--- src/rtl/i8008_bus_ctrl_if.sv ---
// Bus bundle between the 8008 T-state/data side, the memory port and the I/O port.
// The master side is the bus controller; the slave side is the CPU/memory/I/O environment.
interface i8008_bus_ctrl_if;
  logic [2:0]  state_in;
  logic [7:0]  d_from_cpu;
  logic [7:0]  d_to_cpu;
  logic        ready_to_cpu;
  logic [7:0]  int_vector;
  logic [13:0] mem_addr;
  logic        mem_req;
  logic        mem_we;
  logic [7:0]  mem_wdata;
  logic        mem_ack;
  logic [7:0]  mem_rdata;
  logic        io_strb;
  logic [4:0]  io_port;
  logic [7:0]  io_wdata;
  logic [7:0]  io_rdata;
  logic [1:0]  cyc_type;
  logic        bus_err;

  modport master (
    input  state_in, d_from_cpu, int_vector, mem_ack, mem_rdata, io_rdata,
    output d_to_cpu, ready_to_cpu, mem_addr, mem_req, mem_we, mem_wdata,
           io_strb, io_port, io_wdata, cyc_type, bus_err
  );

  modport slave (
    output state_in, d_from_cpu, int_vector, mem_ack, mem_rdata, io_rdata,
    input  d_to_cpu, ready_to_cpu, mem_addr, mem_req, mem_we, mem_wdata,
           io_strb, io_port, io_wdata, cyc_type, bus_err
  );
endinterface

--- src/rtl/i8008_bus_ctrl.sv ---
// 8008 bus controller: decodes the CPU T-states, latches the address/cycle
// type, and runs memory reads/writes, I/O accesses and interrupt jams with
// a request timeout. A T2 that shows up while a write is still in flight is
// parked and replayed once the write finishes.
module i8008_bus_ctrl #(
  parameter int TIMEOUT = 15
) (
  input logic clk,
  input logic rst,
  i8008_bus_ctrl_if.master bus
);

  localparam logic [2:0] T_T1  = 3'd0;
  localparam logic [2:0] T_T1I = 3'd1;
  localparam logic [2:0] T_T2  = 3'd2;
  localparam logic [2:0] T_T3  = 3'd4;

  localparam logic [1:0] CYC_PCI = 2'b00;
  localparam logic [1:0] CYC_PCR = 2'b01;
  localparam logic [1:0] CYC_PCC = 2'b10;
  localparam logic [1:0] CYC_PCW = 2'b11;

  localparam int CNT_W = $clog2(TIMEOUT + 1);
  localparam logic [CNT_W-1:0] CNT_LAST = CNT_W'(TIMEOUT - 1);

  typedef enum logic [2:0] {
    S_IDLE,
    S_RD_REQ,
    S_RD_HOLD,
    S_WR_DATA,
    S_WR_REQ,
    S_IO
  } state_t;

  state_t state_reg, state_next;

  logic [7:0]       addr_lo_reg;      // follows the bus on every T1/T1I
  logic [7:0]       addr_lo_lat_reg;  // low address frozen for the running cycle
  logic [5:0]       addr_hi_reg;
  logic [1:0]       cyc_type_reg;
  logic             int_pending_reg;
  logic [7:0]       d_to_cpu_reg;
  logic [7:0]       mem_wdata_reg;
  logic [CNT_W-1:0] tmo_cnt_reg;
  logic             bus_err_reg;
  logic             io_strb_reg;
  logic             seen_t3_reg;
  logic             pend_valid_reg;
  logic [7:0]       pend_data_reg;

  logic       t2_go;
  logic [7:0] t2_data;
  logic [1:0] t2_cyc;
  logic       req_state;
  logic       tmo_hit;
  logic       req_done;
  logic       io_inp;
  logic       mem_req;
  logic       mem_we;
  logic       ready;
  logic [4:0] io_port_w;

  // A parked T2 (captured during a write) takes precedence over the live bus.
  assign t2_go     = pend_valid_reg || (bus.state_in == T_T2);
  assign t2_data   = pend_valid_reg ? pend_data_reg : bus.d_from_cpu;
  assign t2_cyc    = t2_data[7:6];
  assign req_state = (state_reg == S_RD_REQ) || (state_reg == S_WR_REQ);
  // An ack on the last allowed cycle still wins over the timeout.
  assign tmo_hit   = req_state && !bus.mem_ack && (tmo_cnt_reg == CNT_LAST);
  assign req_done  = req_state && (bus.mem_ack || tmo_hit);
  // Ports 0..7 are inputs (INP); the port number travels in T2 bits 5:1.
  assign io_inp    = (addr_hi_reg[5:1] < 5'd8);

  // State register.
  always_ff @(posedge clk) begin
    if (rst) state_reg <= S_IDLE;
    else     state_reg <= state_next;
  end

  // Next-state decode.
  always_comb begin
    state_next = state_reg;
    case (state_reg)
      S_IDLE: begin
        if (t2_go) begin
          case (t2_cyc)
            CYC_PCI: state_next = int_pending_reg ? S_RD_HOLD : S_RD_REQ;
            CYC_PCR: state_next = S_RD_REQ;
            CYC_PCC: state_next = S_IO;
            CYC_PCW: state_next = S_WR_DATA;
          endcase
        end
      end
      S_RD_REQ:  if (req_done) state_next = S_RD_HOLD;
      S_RD_HOLD: if (seen_t3_reg && (bus.state_in != T_T3)) state_next = S_IDLE;
      S_WR_DATA: if (bus.state_in == T_T3) state_next = S_WR_REQ;
      S_WR_REQ:  if (req_done) state_next = S_IDLE;
      S_IO:      state_next = S_RD_HOLD;
      default:   state_next = S_IDLE;
    endcase
  end

  // Moore outputs decoded from the current state.
  always_comb begin
    mem_req = 1'b0;
    mem_we  = 1'b0;
    ready   = 1'b0;
    case (state_reg)
      S_RD_REQ:  mem_req = 1'b1;
      S_WR_REQ: begin
        mem_req = 1'b1;
        mem_we  = 1'b1;
      end
      S_RD_HOLD: ready = 1'b1;
      S_WR_DATA: ready = 1'b1;
      default:   ;
    endcase
  end

  // Address/data latches, interrupt flag, timeout counter and strobes.
  always_ff @(posedge clk) begin
    if (rst) begin
      addr_lo_reg     <= 8'h00;
      addr_lo_lat_reg <= 8'h00;
      addr_hi_reg     <= 6'h00;
      cyc_type_reg    <= 2'b00;
      int_pending_reg <= 1'b0;
      d_to_cpu_reg    <= 8'h00;
      mem_wdata_reg   <= 8'h00;
      tmo_cnt_reg     <= '0;
      bus_err_reg     <= 1'b0;
      io_strb_reg     <= 1'b0;
      seen_t3_reg     <= 1'b0;
      pend_valid_reg  <= 1'b0;
      pend_data_reg   <= 8'h00;
    end else begin
      bus_err_reg <= tmo_hit;
      io_strb_reg <= (state_reg == S_IDLE) && (state_next == S_IO);
      seen_t3_reg <= (state_reg == S_RD_HOLD) && (seen_t3_reg || (bus.state_in == T_T3));

      if ((bus.state_in == T_T1) || (bus.state_in == T_T1I))
        addr_lo_reg <= bus.d_from_cpu;

      if (bus.state_in == T_T1I)
        int_pending_reg <= 1'b1;
      else if ((state_reg == S_RD_HOLD) && (state_next == S_IDLE) && (cyc_type_reg == CYC_PCI))
        int_pending_reg <= 1'b0;

      if (req_state && !req_done) tmo_cnt_reg <= tmo_cnt_reg + 1'b1;
      else                        tmo_cnt_reg <= '0;

      if (state_reg == S_IDLE)
        pend_valid_reg <= 1'b0;
      else if ((state_reg == S_WR_REQ) && (bus.state_in == T_T2)) begin
        pend_valid_reg <= 1'b1;
        pend_data_reg  <= bus.d_from_cpu;
      end

      if ((state_reg == S_IDLE) && t2_go) begin
        addr_hi_reg     <= t2_data[5:0];
        cyc_type_reg    <= t2_cyc;
        addr_lo_lat_reg <= addr_lo_reg;
      end

      if ((state_reg == S_IDLE) && t2_go && (t2_cyc == CYC_PCI) && int_pending_reg)
        d_to_cpu_reg <= bus.int_vector;
      else if ((state_reg == S_RD_REQ) && bus.mem_ack)
        d_to_cpu_reg <= bus.mem_rdata;
      else if ((state_reg == S_RD_REQ) && tmo_hit)
        d_to_cpu_reg <= 8'hFF;
      else if ((state_reg == S_IO) && io_inp)
        d_to_cpu_reg <= bus.io_rdata;

      if ((state_reg == S_WR_DATA) && (bus.state_in == T_T3))
        mem_wdata_reg <= bus.d_from_cpu;
    end
  end

  genvar gi;
  generate
    for (gi = 0; gi < 5; gi++) begin : g_io_port
      assign io_port_w[gi] = addr_hi_reg[gi+1];
    end
  endgenerate

  assign bus.d_to_cpu     = d_to_cpu_reg;
  assign bus.ready_to_cpu = ready;
  assign bus.mem_addr     = {addr_hi_reg, addr_lo_lat_reg};
  assign bus.mem_req      = mem_req;
  assign bus.mem_we       = mem_we;
  assign bus.mem_wdata    = mem_wdata_reg;
  assign bus.io_strb      = io_strb_reg;
  assign bus.io_port      = io_port_w;
  assign bus.io_wdata     = addr_lo_lat_reg;
  assign bus.cyc_type     = cyc_type_reg;
  assign bus.bus_err      = bus_err_reg;

endmodule
--- src/flat_wrapper.sv ---
// flat-port wrapper written by rule: the top's interface ports become plain ports
module i8008_bus_ctrl_flat 
#(
  parameter int TIMEOUT = 15
)
  (clk, rst, bus_state_in, bus_d_from_cpu, bus_int_vector, bus_mem_ack, bus_mem_rdata, bus_io_rdata, bus_d_to_cpu, bus_ready_to_cpu, bus_mem_addr, bus_mem_req, bus_mem_we, bus_mem_wdata, bus_io_strb, bus_io_port, bus_io_wdata, bus_cyc_type, bus_bus_err);
  i8008_bus_ctrl_if bus_i ();
  input logic clk;
  input logic rst;
  input wire logic [$bits(bus_i.state_in)-1:0] bus_state_in;
  input wire logic [$bits(bus_i.d_from_cpu)-1:0] bus_d_from_cpu;
  input wire logic [$bits(bus_i.int_vector)-1:0] bus_int_vector;
  input wire logic [$bits(bus_i.mem_ack)-1:0] bus_mem_ack;
  input wire logic [$bits(bus_i.mem_rdata)-1:0] bus_mem_rdata;
  input wire logic [$bits(bus_i.io_rdata)-1:0] bus_io_rdata;
  output wire logic [$bits(bus_i.d_to_cpu)-1:0] bus_d_to_cpu;
  output wire logic [$bits(bus_i.ready_to_cpu)-1:0] bus_ready_to_cpu;
  output wire logic [$bits(bus_i.mem_addr)-1:0] bus_mem_addr;
  output wire logic [$bits(bus_i.mem_req)-1:0] bus_mem_req;
  output wire logic [$bits(bus_i.mem_we)-1:0] bus_mem_we;
  output wire logic [$bits(bus_i.mem_wdata)-1:0] bus_mem_wdata;
  output wire logic [$bits(bus_i.io_strb)-1:0] bus_io_strb;
  output wire logic [$bits(bus_i.io_port)-1:0] bus_io_port;
  output wire logic [$bits(bus_i.io_wdata)-1:0] bus_io_wdata;
  output wire logic [$bits(bus_i.cyc_type)-1:0] bus_cyc_type;
  output wire logic [$bits(bus_i.bus_err)-1:0] bus_bus_err;
  assign bus_i.state_in = bus_state_in;
  assign bus_i.d_from_cpu = bus_d_from_cpu;
  assign bus_i.int_vector = bus_int_vector;
  assign bus_i.mem_ack = bus_mem_ack;
  assign bus_i.mem_rdata = bus_mem_rdata;
  assign bus_i.io_rdata = bus_io_rdata;
  assign bus_d_to_cpu = bus_i.d_to_cpu;
  assign bus_ready_to_cpu = bus_i.ready_to_cpu;
  assign bus_mem_addr = bus_i.mem_addr;
  assign bus_mem_req = bus_i.mem_req;
  assign bus_mem_we = bus_i.mem_we;
  assign bus_mem_wdata = bus_i.mem_wdata;
  assign bus_io_strb = bus_i.io_strb;
  assign bus_io_port = bus_i.io_port;
  assign bus_io_wdata = bus_i.io_wdata;
  assign bus_cyc_type = bus_i.cyc_type;
  assign bus_bus_err = bus_i.bus_err;
  i8008_bus_ctrl #(.TIMEOUT(TIMEOUT)) u_core (.clk(clk), .rst(rst), .bus(bus_i));
endmodule
--- config.mk ---
export PLATFORM = sky130hd
export DESIGN_NAME = i8008_bus_ctrl_flat
export DESIGN_NICKNAME = d
export VERILOG_FILES = /design/src/rtl/i8008_bus_ctrl_if.sv /design/src/rtl/i8008_bus_ctrl.sv /design/src/flat_wrapper.sv
export SDC_FILE = /design/constraint.sdc
export NUM_CORES = 1
export LEC_CHECK = 0
export ABC_AREA = 1
export CORE_ASPECT_RATIO = 1.5
export CORE_MARGIN = 2
export CORE_UTILIZATION = 45
export CTS_CLUSTER_SIZE = 20
export DETAILED_ROUTE_END_ITERATION = 6
export PLACE_DENSITY = 0.78
export SLEW_MARGIN = 25
export SYNTH_ARGS = -nofsm -noshare
export SYNTH_HDL_FRONTEND = slang
export SYNTH_SLANG_ARGS = --single-unit
--- constraint.sdc ---
create_clock -name clk -period 3.45 [get_ports clk]
set_input_delay 0.69 -clock clk [delete_from_list [all_inputs] [get_ports clk]]
set_output_delay 0.69 -clock clk [all_outputs]
set_load 0.1 [all_outputs]
* Yosys cells after proc, flatten, opt, wreduce, memory -nomap -nowiden *
Cells that the tools add are included.

storage, ports and cells
  register bits = 60
  bits of input ports = 38
  output and inout bits = 50
  logic and storage cells = 86

operators by class
  add/sub/neg operators = 1
  $lt $le $gt $ge = 1
  equality and inequality tests = 14
  multiplexer cells = 18
  bitwise operators = 2
  reduce and logical (&&, ||, !) cells = 36

operator list
  cell                                                        count
  2-to-1 mux 8 bit                                            5
  case mux 3 bit (6 select lines)                             1
  logical AND 1 bit                                           17
  2-to-1 mux 3 bit                                            5
  == test 3 bit, second input constant                        4
  case mux 3 bit (4 select lines)                             1
  == test 3 x 2 -> 1 bit, second input constant               3
  zero test 3 bit                                             3
  OR reduction 2 bit                                          4
  == test 3 x 1 -> 1 bit, second input constant               2
  logical OR 1 bit                                            5
  less-than comparator 5 x 4 -> 1 bit, second input constant  1
  2-to-1 mux 1 bit                                            5
  adder 4 x 1 -> 4 bit, second input constant                 1
  == test 2 bit, second input constant                        2
  == test 4 bit, second input constant                        1
  zero test 2 bit                                             2
  nonzero test 4 bit                                          1
  != test 3 bit, second input constant                        1
  == test 2 x 1 -> 1 bit, second input constant               1
  zero test 1 bit                                             2
  2-to-1 mux 2 bit                                            1
  NOT 1 bit                                                   2
  AND reduction 2 bit                                         1
  nonzero test 2 bit                                          1

* Depth between registers and ports, before layout *
Gate-level depths: netlist of run 1.

  word-level depth = 13
  gate-level depth with buffers = 11
  mapped depth without buffers = 10

* Worst setup path after synthesis of run 1 *
No wires, ideal clock.

  path kind = reg-to-output
  from = register u_core.state_reg[2]
  to = output bus_mem_req
  data arrival time = 2.280 ns
  data required time = 2.760 ns
  path slack = 0.480 ns
  stages on the path, launching flop included = 5
  buffers on the path = 0
  cell sequence = dfxtp_1 -> inv_2 -> nor2_2 -> inv_1 -> nand2_1

on the way
  longest elaborated chain between the ends = 3
  elaborated cells on any way between the ends = 4
  classes of those cells = 2 x eq/ne; 1 x mux; 1 x reduce/logical

RTL lines
  item                                                     line                   source
  start, declared                                          i8008_bus_ctrl.sv:35   state_t state_reg, state_next;
  start signal, assigned                                   i8008_bus_ctrl.sv:77   else state_reg <= state_next;
  == test 3 bit or == test 3 x 1 -> 1 bit (tied branches)  i8008_bus_ctrl.sv:108  case (state_reg)
  OR reduction 2 bit (no source line) *                    n/a
  2-to-1 mux 1 bit *                                       i8008_bus_ctrl.sv:108
  end, declared                                            flat_wrapper.sv:19     output wire logic [$bits(bus_i.mem_req)-1:0] bus_mem_req;

Mark *: on every way between the ends. The rest lies on a longest branch, timed or not.

* Worst setup path in the final report of run 1 *
  from = register u_core.addr_hi_reg[5]
  to = output bus_io_port[4]

RTL lines
  item                    line                   source
  start, declared         i8008_bus_ctrl.sv:39   logic [5:0] addr_hi_reg;
  start signal, assigned  i8008_bus_ctrl.sv:160  addr_hi_reg <= t2_data[5:0];
  end, declared           flat_wrapper.sv:23     output wire logic [$bits(bus_i.io_port)-1:0] bus_io_port;

No word-level cell between the ends.

==> key figures, run 1 <==
Status
  – Status: complete, no violations

Worst hold path
  – HP Class: register to register
  – Hold path cells: 1

Critical path
  – R2r setup slk: between 1 and 1.5 ns
  – Startpoint Class: register
  – WP buf/inv: 1
  – Kind of end point of the critical path: output port
  – Critical path class: register to output port
  – CP Data Required Time: 2.76 ns
  – CP max stage delay: 1.16 ns
  – Cell family with most CP delay: buffers and inverters
  – Worst-path cell chain: clkdlybuf4s50_1
  – Critical path depth in cells: 1
  – Crit path DAT: 1.88 ns
  – Crit Path Max Fanout: 4
  – Slowest-stage cell, CP: clkdlybuf4s50_1
  – R2R depth: 6

Timing
  – RSZ-0062 raised after global routing: no
  – Setup tns final: 0 ns
  – Measured slew at the worst slew-check pin: 0.992 ns
  – Slew HR: 33.7%
  – F_max: just under 400 MHz
  – Final Setup Violations: 0
  – Final Cycle Share: 74.5%
  – Setup Skew: around 0.010 ns
  – Pins Over Slew Limit: 0
  – Hold Fails Final Rpt: 0
  – Period minus WS final: 2.57 ns

Placed design
  – DP Wirelength: 4.92 mm
  – RePlAce Congestion: 0.793
  – I/O Buffers: 87
  – Placed instance count: 493
  – Dpl cell area: 3490 um^2

Clock network
  – CTS Hold Buffers Added: 0
  – Num CTS Buffers: 9
  – CTS tree: built
  – Clk sinks: 60
  – CTS resizes: 0
  – Setup Fix Bufs, Post-CTS: 0
  – Clk Tree Root Cell: clkbuf_8
  – H-tree levels: 3
  – Clk buf depth: 2
  – Clk slew on worst S/H paths: 0.07 ns
  – Clk_lat worst skew: 0.33 ns

Routing
  – Detail Route Antenna Nets: 0
  – Final wirelength: 6.63 mm
  – Via count: roughly 2500
  – Initial DRC Count: 130
  – DR DRC count: 0
  – DRT Pass-1 Iters: 4
  – Via density: 5.00
  – Drt wl/cell: 13.0 um

Yosys
  – Avg Cell Area, Syn: 7.58 um^2
  – Multiplexer area fraction after synthesis: 0%
  – Seq/Total Area, Yosys: 44.3%
  – Largest family of logic cells by synthesized area: simple AND/OR/NAND/NOR gates
  – Netlist cell types: 36
  – Syn Std Cell Area: about 2700 um^2
  – Synth Area in Compound Gates: 20.7%
  – Post-synth net total: approximately 400
  – YS warnings: 0
  – Post-Synthesis Cells: 358
  – Post-Synth Adder-Cell Area: 0.923%
  – Synth Area in Simple Gates: 21.3%
  – Post-synthesis xor/xnor area fraction: 0.646%
  – FFs w/ async S/R, synth: 0%
  – Synth Flop Type: dfxtp_1
  – EDFF count, synth: 0
  – Post-synthesis register bit count: 60

Global route
  – First-pass GRT wire length: 10.8 mm
  – GRT Resource Usage Total: 21.1%
  – Initial antenna violation count: 0
  – Vias in the first global route: ~2400
  – Congestion Overflow GR: 0
  – Largest net degree at the start of global routing: 41

Finish
  – Area growth from synthesis to layout: 34.8%
  – Post-layout nets: 472
  – Finished Cell Area: 3660 um^2
  – Final Core Density: roughly 63%
  – Share of cells above drive strength 1: 10.5%
  – Post-Layout Cell Count: 509
  – Ant diodes: 0

Floorplan
  – Die height: 99.1 um
  – Initial Util: 46.5%
  – Core Area: 5830 um^2
  – Die area: 6680 um^2
  – Die Wd: 67.4 um
  – # IOs: just under 90
  – Row cnt: 34

Power and ir drop
  – Logic pwr share: between 20% and 30%
  – Pwr/cell area: between 400 and 500 nW/um^2
  – Reg power frac: 45.2%
  – Internal Power: ~1.1 mW
  – Clock power frac: 32.8%
  – Leakage power: 1.58 nW
  – VDD IR-drop max: around 0.00035 V
  – Net switching power: 0.526 mW
  – Switching part of the total power: 32.4%
  – Pwr Total: 1.62 mW

Flow run
  – Maxcap violations: 0
-- stage by stage --
stage	hold slack [ns]	setup WS, ns
finish	0.463	0.878
global route	0.489	0.827
CTS	0.470	0.868
detailed placement	0.454	0.873
global placement	0.442	0.941
floorplan	0.430	0.480
-- cell type report --
cell class,count,area (um^2)
timing repair buffer,90,876
clock inverter,2,10.0
sequential,60,1200
tap,72,90.1
fill,515,2170
inverter,37,144
clock buffer,14,153
multi-input combinational,234,1180
-- final timing paths --
path,start,to
max reg2reg,u_core.pend_valid_reg,u_core.bus.io_wdata[0]
min reg2reg,u_core.tmo_cnt_reg[0],u_core.tmo_cnt_reg[0]
min,u_core.tmo_cnt_reg[0],u_core.tmo_cnt_reg[0]
max,u_core.addr_hi_reg[5],bus_io_port[4]
-- power groups by stage --
stage | clock [mW] | combinational [mW] | sequential [mW]
2_1_floorplan | 0 | 0.162 | 0.845
3_3_place_gp | 0 | 0.355 | 0.747
3_5_place_dp | 0 | 0.358 | 0.748
4_1_cts | 0.543 | 0.358 | 0.733
5_1_grt | 0.569 | 0.377 | 0.736
6_report | 0.533 | 0.357 | 0.733
-- metal layers --
layer,GRT usage (%),up-vias,share of wire [%],routed length [um]
li1,-,1303,-,-
met1,22.2,1145,39,2580
met2,37.5,86,52,3420
met3,6.22,12,7.4,488
met4,9.42,0,2.1,138
met5,0,-,0,0
-- kinds of logic (layout without fill, tap and decap cells) --
family,count (synthesis),in the layout
compound gates,104,104
buf+inv,64,143
flops,60,60
fa+ha+maj,2,2
simple gates,126,126
xor+xnor,2,2
-- placed cells by master (no fill, tap or decap), drive strengths merged --
cell,count
inv,35
or2,8
xor2,1
nand3,7
a31oi,7
ha,2
o21ai,59
a211oi,1
nor2,38
nand4,1
clkbuf,14
clkinv,4
clkdlybuf4s50,80
nor3,3
dfxtp,60
a21oi,37
nand2,67
buf,10
nand3b,2
xnor2,1
-- synth_stat cells (2+ instances only) --
| cell type | number | share of area, % |
|---|---|---|
| inv_2 | 4 | 0.55 |
| a31oi_1 | 7 | 1.6 |
| nand2_1 | 61 | 8.4 |
| ha_1 | 2 | 0.92 |
| clkbuf_1 | 5 | 0.69 |
| dfxtp_1 | 60 | 44 |
| nand2_2 | 4 | 0.92 |
| nand2_4 | 2 | 0.83 |
| a21oi_1 | 33 | 6.1 |
| or2_1 | 8 | 1.8 |
| buf_2 | 4 | 0.74 |
| a21oi_2 | 3 | 0.97 |
| nor2_2 | 3 | 0.69 |
| nand3_1 | 6 | 1.1 |
| o21ai_2 | 2 | 0.65 |
| nor3_1 | 2 | 0.37 |
| buf_6 | 2 | 0.83 |
| buf_4 | 14 | 3.9 |
| inv_1 | 31 | 4.3 |
| o21ai_0 | 56 | 10 |
| nor2_1 | 34 | 4.7 |
Note: power is estimated with default switching activity, not from simulation.
==> run 2, diff against run 1 <==
==> constraint.sdc (replaced) <==
create_clock -name clk -period 2.68 [get_ports clk]
set_input_delay 0.536 -clock clk [delete_from_list [all_inputs] [get_ports clk]]
set_output_delay 0.536 -clock clk [all_outputs]
set_load 0.1 [all_outputs]
==> key figures, run 2 (synthesis gave the netlist of run 1 again) <==
Status
  – Status: complete, no violations

Clock network
  – Num CTS Buffers: 9 (unchanged)
  – Clk Tree Root Cell: clkbuf_8
  – CTS resizes: 0 (unchanged)
  – Clk buf depth: 2 (unchanged)
  – CTS tree: built
  – Setup Fix Bufs, Post-CTS: 0 (unchanged)
  – Clk slew on worst S/H paths: 0.07 ns (about the same)
  – CTS Hold Buffers Added: 0 (unchanged)
  – Clk_lat worst skew: 0.34 ns (about the same)
  – H-tree levels: 3 (unchanged)
  – Clk sinks: 60 (unchanged)

Routing
  – DR DRC count: 0 (unchanged)
  – Via count: 2471 (-2.9%)
  – Via density: 4.85 (-2.9%)
  – Drt wl/cell: 13.0 um (+0.24%)
  – Initial DRC Count: 136 (+4.6%)
  – Final wirelength: 6.64 mm (+0.24%)
  – DRT Pass-1 Iters: 4 (unchanged)
  – Detail Route Antenna Nets: 0 (unchanged)

Timing
  – Hold Fails Final Rpt: 0 (unchanged)
  – Slew HR: 70.6% (+37 points)
  – Pins Over Slew Limit: 0 (unchanged)
  – Setup Skew: 0.00848 ns (-0.00152 ns)
  – Final Setup Violations: 0 (unchanged)
  – Period minus WS final: approximately 2.1 ns
  – Measured slew at the worst slew-check pin: 0.441 ns (-0.551 ns)
  – F_max: ~480 MHz
  – Final Cycle Share: between 70 and 80%
  – Setup tns final: 0 ns (unchanged)
  – RSZ-0062 raised after global routing: no

Critical path
  – Critical path class: register to output port
  – CP Data Required Time: 2.14 ns (-0.62 ns)
  – Kind of end point of the critical path: output port
  – Crit Path Max Fanout: 6 (+2)
  – Crit path DAT: 1.53 ns (-0.35 ns)
  – Reg2reg start: u_core.pend_valid_reg
  – Startpoint Class: register
  – Worst setup path startpoint: u_core.state_reg[2]

Floorplan
  – # IOs: 88 (unchanged)
  – Die height: 99.1 um (unchanged)
  – Die area: 6680 um^2 (unchanged)
  – Die Wd: 67.4 um (unchanged)
  – Core Area: 5830 um^2 (unchanged)
  – Initial Util: 46.5% (unchanged)
  – Row cnt: 34 (unchanged)

Global route
  – Vias in the first global route: 2356 (-3.6%)
  – Largest net degree at the start of global routing: 35 (-15%)
  – First-pass GRT wire length: 10.5 mm (-2.1%)
  – GRT Resource Usage Total: 20.9% (-0.22 points)
  – Congestion Overflow GR: 0 (unchanged)
  – Initial antenna violation count: 0 (unchanged)

Flow run
  – Maxcap violations: 0 (unchanged)

Finish
  – Commonest non-fill, non-tap cell in the layout: nand2_1
  – Most frequent cells in the layout: 61 x nand2_1, 60 x dfxtp_1, 56 x o21ai_0
  – Post-layout nets: 473 (+0.21%)
  – Ant diodes: 0 (unchanged)
  – Area growth from synthesis to layout: 32.2%
  – Share of cells above drive strength 1: 21.1% (+11 points)

Placed design
  – I/O Buffers: 87 (unchanged)
  – DP Wirelength: 4.89 mm (-0.51%)
  – RePlAce Congestion: 0.842 (+6.2%)

Worst hold path
  – Hold_sp: u_core.tmo_cnt_reg[0]
  – HP Class: register to register

Power and ir drop
  – Pwr Total: 2.15 mW (+32%)
  – Leakage power: 1.69 nW (+6.5%)
  – VDD IR-drop max: 0.000417 V (+19%)
  – Pwr/cell area: 600 nW/um^2 (+35%)
[run 2: cell types whose count changed in the layout (fill, tap and decap cells not counted)]
cell / before / now
nor2_2: 3 / 2
clkbuf_1: 4 / 1
nor2_4: 1 / 2
buf_4: 10 / 54
clkdlybuf4s50_1: 80 / 37
clkbuf_8: 10 / 13
clkinv_2: 2 / 1
[run 2: power by group]
part           internal [mW]  switching (mW)  total [mW]
sequential             0.922          0.0212       0.943
combinational          0.124           0.330       0.454
clock                  0.430           0.323       0.754
total                   1.48           0.675        2.15
[run 2: area by class of cell]
class / instances / area (um^2)
well taps: 72 / 90.1
flip-flops and latches: 60 / 1200
inverters: 37 / 144
multi-input cells: 234 / 1190
clock inverters: 1 / 5.00
clock buffers: 14 / 183
fillers: 548 / 2240
repair buffers: 91 / 776
[run 2: critical path, cell delays in order (launching register included)]
cell and delay (ns):
dfxtp_1 0.45, inv_2 0.10, nor2_4 0.14, inv_1 0.09
nand2_1 0.11, buf_4 0.30
[run 2: final timing paths]
check | end | slack, ns | cells past startpoint
min | u_core.tmo_cnt_reg[0] | 0.46 | 1
min reg2reg | u_core.tmo_cnt_reg[0] | 0.46 | 1
max | bus_mem_req | 0.61 | 5
max reg2reg | u_core.bus.d_to_cpu[1] | 0.78 | 6
[run 2: layer usage]
layer  GRT usage (%)  wire length (um)
met1            23.5              2770
met5               0                 0
met4            9.42               118
met2            36.3              3390
met3            5.09               358
[run 2: through the flow]
step	util (%)	instances	cell area (um^2)	worst slack (ns)	hold WS, ns
finish	61.5	509	3590	0.610	0.464
global route	61.5	509	3590	0.470	0.486
CTS	61.5	509	3590	0.601	0.475
detailed placement	58.3	494	3400	0.342	0.461
global placement	58.3	494	3400	0.398	0.446
floorplan	-	358	2720	0.237	0.430
